--- src/rtl/bus_arbiter.sv ---
// Two-master round-robin arbiter/sequencer for the shared external data bus.
// States: IDLE = waiting for a request | BUSY = driving bus_cs for WAIT_CYCLES | DONE = ack to winner.
module bus_arbiter #(
  parameter int unsigned WAIT_CYCLES = 1,
  parameter int unsigned AW          = 32,
  parameter int unsigned DW          = 32
) (
  input  logic          clk,
  input  logic          rst,
  input  logic          m0_req,
  input  logic          m0_we,
  input  logic [AW-1:0] m0_addr,
  input  logic [DW-1:0] m0_wdata,
  output logic          m0_ack,
  output logic [DW-1:0] m0_rdata,
  input  logic          m1_req,
  input  logic          m1_we,
  input  logic [AW-1:0] m1_addr,
  input  logic [DW-1:0] m1_wdata,
  output logic          m1_ack,
  output logic [DW-1:0] m1_rdata,
  output logic [AW-1:0] bus_addr,
  output logic [DW-1:0] bus_wdata,
  output logic          bus_we,
  output logic          bus_cs,
  input  logic [DW-1:0] bus_rdata,
  output logic          busy,
  output logic          owner
);

  typedef enum logic [1:0] {
    IDLE = 2'd0,
    BUSY = 2'd1,
    DONE = 2'd2
  } state_t;

  localparam logic [3:0] CNT_INIT = 4'(WAIT_CYCLES - 1);

  state_t        state_q, state_d;
  logic [3:0]    cnt_q, cnt_d;
  logic          owner_q, owner_d;
  logic [AW-1:0] addr_q, addr_d;
  logic [DW-1:0] wdata_q, wdata_d;
  logic          we_q, we_d;
  logic          cs_q, cs_d;
  logic          m0_ack_q, m0_ack_d;
  logic          m1_ack_q, m1_ack_d;
  logic [DW-1:0] m0_rdata_q, m0_rdata_d;
  logic [DW-1:0] m1_rdata_q, m1_rdata_d;
  logic          win;

  // On a tie the master that did not win last time goes next.
  assign win = (m0_req && m1_req) ? ~owner_q : m1_req;

  always_ff @(posedge clk or negedge rst) begin
    if (!rst) begin
      state_q    <= IDLE;
      cnt_q      <= 4'd0;
      owner_q    <= 1'b1;
      addr_q     <= '0;
      wdata_q    <= '0;
      we_q       <= 1'b0;
      cs_q       <= 1'b0;
      m0_ack_q   <= 1'b0;
      m1_ack_q   <= 1'b0;
      m0_rdata_q <= '0;
      m1_rdata_q <= '0;
    end else begin
      state_q    <= state_d;
      cnt_q      <= cnt_d;
      owner_q    <= owner_d;
      addr_q     <= addr_d;
      wdata_q    <= wdata_d;
      we_q       <= we_d;
      cs_q       <= cs_d;
      m0_ack_q   <= m0_ack_d;
      m1_ack_q   <= m1_ack_d;
      m0_rdata_q <= m0_rdata_d;
      m1_rdata_q <= m1_rdata_d;
    end
  end

  always_comb begin
    state_d    = state_q;
    cnt_d      = cnt_q;
    owner_d    = owner_q;
    addr_d     = addr_q;
    wdata_d    = wdata_q;
    we_d       = we_q;
    cs_d       = cs_q;
    m0_ack_d   = 1'b0;
    m1_ack_d   = 1'b0;
    m0_rdata_d = m0_rdata_q;
    m1_rdata_d = m1_rdata_q;
    unique case (state_q)
      IDLE: begin
        if (m0_req || m1_req) begin
          owner_d = win;
          addr_d  = win ? m1_addr  : m0_addr;
          wdata_d = win ? m1_wdata : m0_wdata;
          we_d    = win ? m1_we    : m0_we;
          cs_d    = 1'b1;
          cnt_d   = CNT_INIT;
          state_d = BUSY;
        end
      end
      BUSY: begin
        if (cnt_q != 4'd0) begin
          cnt_d = cnt_q - 4'd1;
        end else begin
          // Read data is captured even for writes; masters ignore it then.
          if (owner_q) m1_rdata_d = bus_rdata;
          else         m0_rdata_d = bus_rdata;
          cs_d     = 1'b0;
          we_d     = 1'b0;
          m0_ack_d = ~owner_q;
          m1_ack_d = owner_q;
          state_d  = DONE;
        end
      end
      DONE: begin
        state_d = IDLE;
      end
      default: begin
        state_d = IDLE;
      end
    endcase
  end

  assign m0_ack    = m0_ack_q;
  assign m1_ack    = m1_ack_q;
  assign m0_rdata  = m0_rdata_q;
  assign m1_rdata  = m1_rdata_q;
  assign bus_addr  = addr_q;
  assign bus_wdata = wdata_q;
  assign bus_we    = we_q;
  assign bus_cs    = cs_q;
  assign busy      = (state_q != IDLE);
  assign owner     = owner_q;

endmodule

--- config.mk ---
export PLATFORM = sky130hd
export DESIGN_NAME = bus_arbiter
export DESIGN_NICKNAME = d
export VERILOG_FILES = /design/src/rtl/bus_arbiter.sv
export SDC_FILE = /design/constraint.sdc
export NUM_CORES = 1
export LEC_CHECK = 0
export ABC_AREA = 1
export CAP_MARGIN = 0
export CORE_MARGIN = 4
export CORE_UTILIZATION = 43
export CTS_CLUSTER_DIAMETER = 30
export CTS_CLUSTER_SIZE = 40
export DETAILED_ROUTE_END_ITERATION = 8
export GPL_TIMING_DRIVEN = 0
export PLACE_DENSITY = 0.85
export SYNTH_ARGS = -nofsm -noshare
export SYNTH_HDL_FRONTEND = slang
export SYNTH_SLANG_ARGS = --single-unit
--- constraint.sdc ---
create_clock -name clk -period 3.2 [get_ports clk]
set_input_delay 0.64 -clock clk [delete_from_list [all_inputs] [get_ports clk]]
set_output_delay 0.64 -clock clk [all_outputs]
set_load 0.05 [all_outputs]
==> qor.tcl <==
set qor(number_of_global_route_vias_before_repair) 6038
set qor(synthCells) 647
set qor(fill_cells) 999
set qor(std_cell_rows) 42
set qor(tritoncts.num_buffers) 17
set qor(worst_slew_margin_rel_pct) 56.9
set qor(rsz0062_at_grt) {false}
set qor(die-height_um) 126
set qor(die-width_um) 126
set qor(measured_slew_at_the_worst_slew_check_pin_ns) 0.644
set qor(yosysWarnings) 0
set qor(multi_input_area_mm2) 0.00205
set qor(place.port_buffers) 299
set qor(critical_path_buf_inv_count) 1
set qor(hold_viol) 0
set qor(final_max_slew_viol_count) 0
set qor(critical_path_arrival_ns) 1.84
set qor(post_route_cells_drive_above_1_share_pct) 11.1
set qor(clock_latency_ns) 0.42
set qor(library_cell_occupying_the_most_area_in_the_post_synthesis_netlist) {dfrtp_1}
set qor(crit_path_end_kind) {primary output}
set qor(vias_per_cell) 4.96
set qor(post_synth.cell_area_avg_um2) 9.21
set qor(cts_tree) {yes}
set qor(syn-cell-area_mm2) 0.00596
set qor(reg2regPathDepth) 6
set qor(timing.hold.worst.class) {in2async}
set qor(global_route.usage.total_pct) 26.3
set qor(gr_overflow_total) 0
set qor(cts.path.max_buffers) 2
set qor(final_util_pct) 73.2
set qor(power_w) 0.0125
set qor(path_delay_family) {buffers and inverters}
set qor(final_min_period_over_clock_period_pct) 77.5
set qor(clock-root-buffer) {clkbuf_16}
set qor(run_status) {completed}
set qor(cts_clock_pin_slew_for_the_worst_setup_and_hold_paths_ns) 0.06
set qor(yosys.area.top_type_share_pct) 58.0
set qor(drt_first_iter_violations) 373
set qor(cts.sink_count) 139
set qor(die_area_mm2) 0.0158
set qor(drt.antenna.violating_nets) 0
set qor(syn_to_final_growth_pct) 64.7
set qor(remaining_drc_errors) 0
set qor(cts.repair.resized) 0
set qor(grt_antenna_before_repair) 3
set qor(initial_core_util_pct) 44.5
set qor(wirelength_um) 20800
set qor(start_kind) {register}
set qor(synth.area.top_cells) {dfrtp_1, nand2_1, o21ai_1}
set qor(power_share_of_the_sequential_group_pct) 25.2
set qor(worst_clock_skew_ns) 0.0106
set qor(dr_total_vias) 5733
set qor(post-cts-setup-buffer-count) 0
set qor(slowest_stage) {clkdlybuf4s50_1}
set qor(yosysSeqAreaShare_pct) 58.4
set qor(whs_ns) 0.238
set qor(timing.critical_path.fanout_max) 5
set qor(sw_frac_of_total_pct) 49.6
set qor(layoutNonFillerInstCount) 1157
set qor(coreArea_mm2) 0.0134
set qor(power.density_cell_area_mw_per_mm2) 1280
set qor(num-nets-final) 1134
set qor(peakVddDrop_v) 0.000656
set qor(grt_first_pass_wirelength_um) 32300
set qor(path_cells) {clkdlybuf4s50_1}
set qor(power_frac_comb_pct) 58.7
set qor(drt_first_pass_iters) 5
set qor(timing.setup.critical_path_class) {reg2out}
set qor(worst-endpoint-required_ns) 2.56
set qor(timing.critical_path.slowest_cell_delay_ns) 0.84
set qor(drt-wirelength-per-cell_um) 18.0
set qor(setup-violations-final) 0
set qor(max-cap-violations) 0
set qor(pin_count) 300
set qor(gpl.final_weighted_congestion) 0.856
set qor(internal_power_w) 0.00632
set qor(p_clk_share_pct) 16.1
set qor(grt_max_degree) 73
set qor(net_count_of_the_mapped_netlist) 815
set qor(placedCellCount) 1123
set qor(synth.lib_cells_used.distinct) 22
set qor(min_period_ns) 2.48
set qor(leakage_nw) 4.39
set qor(dp_hpwl_um) 15700
set qor(final.setup.tns_ns) 0
set qor(seqCellArea_mm2) 0.00348
set qor(maxClockFrequency_mhz) 403
set qor(power_switching_w) 0.00622
set qor(synth-seq-cells) 139
set qor(timing.critical_path.depth) 1
set qor(cts.htree.levels) 4
set qor(post_cts_hold_buffer_count) 0
registers in the layout (all words and copies together) (netlist names):
register	flops
bus_addr	32
bus_wdata	32
m0_rdata	32
m1_rdata	32
cnt_q	4
state_q	2
bus_cs	1
bus_we	1
m0_ack	1
m1_ack	1
owner	1
cells in the final DEF, fill, tap and decap left out, drive strengths merged:
| cell type | instances |
|---|---|
| nand4 | 1 |
| clkinvlp | 3 |
| dfstp | 1 |
| inv | 44 |
| dfrtp | 138 |
| clkinv | 5 |
| clkbuf | 36 |
| xor2 | 1 |
| nor2 | 74 |
| buf | 27 |
| bufinv | 3 |
| nand3 | 3 |
| clkdlybuf4s50 | 298 |
| o211ai | 1 |
| diode | 3 |
| nand2 | 144 |
| o21ai | 197 |
| ha | 2 |
power groups by stage:
stage | logic, W | clock network [W] | registers (W)
after floorplan | 0.00186 | 0 | 0.00602
after CTS | 0.00741 | 0.00204 | 0.00316
after detailed placement | 0.00738 | 0 | 0.00315
final | 0.00736 | 0.00202 | 0.00316
after global placement | 0.00728 | 0 | 0.00313
after global routing | 0.00779 | 0.00211 | 0.00326
path summary, 6_finish.rpt:
check / slack, ns / from / end
worst max-delay path: 0.72 / owner / owner
worst min-delay path: 0.24 / rst / bus_addr[14]
worst max register to register: 1.42 / owner / bus_wdata[7]
worst min register to register: 0.48 / m0_rdata[31] / m0_rdata[31]
max in group asynchronous: 2.17 / rst / owner
min in group clk: 0.48 / m0_rdata[31] / m0_rdata[31]
per-stage QoR:
step | area (um2) | setup slack [ns]
final | 9810 | 0.720
after global routing | 9810 | 0.687
after CTS | 9800 | 0.711
after detailed placement | 9200 | 0.871
after global placement | 9170 | -4.13
after floorplan | 5960 | 1.63
per-layer routing:
layer  track usage (%)  wire length (um)
met1              28.5              7730
met2              45.2             10500
met3              11.0              1980
met4              11.6               647
met5                 0                 0
synth_stat cells (all sizes together):
master,instances
buf,25
clkbuf,16
dfrtp,138
dfstp,1
ha,2
inv,44
nand2,144
nand3,3
nand4,1
nor2,74
o211ai,1
o21ai,197
xor2,1
cell families (layout without fill, tap and decap cells):
group	count (synthesis)	count (layout)	synth area share, %
AND/OR/NAND/NOR	222	222	14.4
adder cells (fa/ha/maj)	2	2	0.420
AO/OA/AOI/OAI	198	198	19.4
other	0	3	0
flip-flops	139	139	58.4
buffers and inverters	85	416	7.18
XOR/XNOR	1	1	0.147
layout make-up:
type	instances	share of cell area (%)
Antenna cell	3	0.0765
Buffer	41	2.68
Clock buffer	20	4.66
Clock inverter	11	1.48
Inverter	44	1.68
Multi-Input combinational cell	423	20.9
Sequential cell	139	35.5
Tap cell	176	2.25
Timing Repair Buffer	300	30.8
No activity file was read; power rests on OpenSTA's default activity.
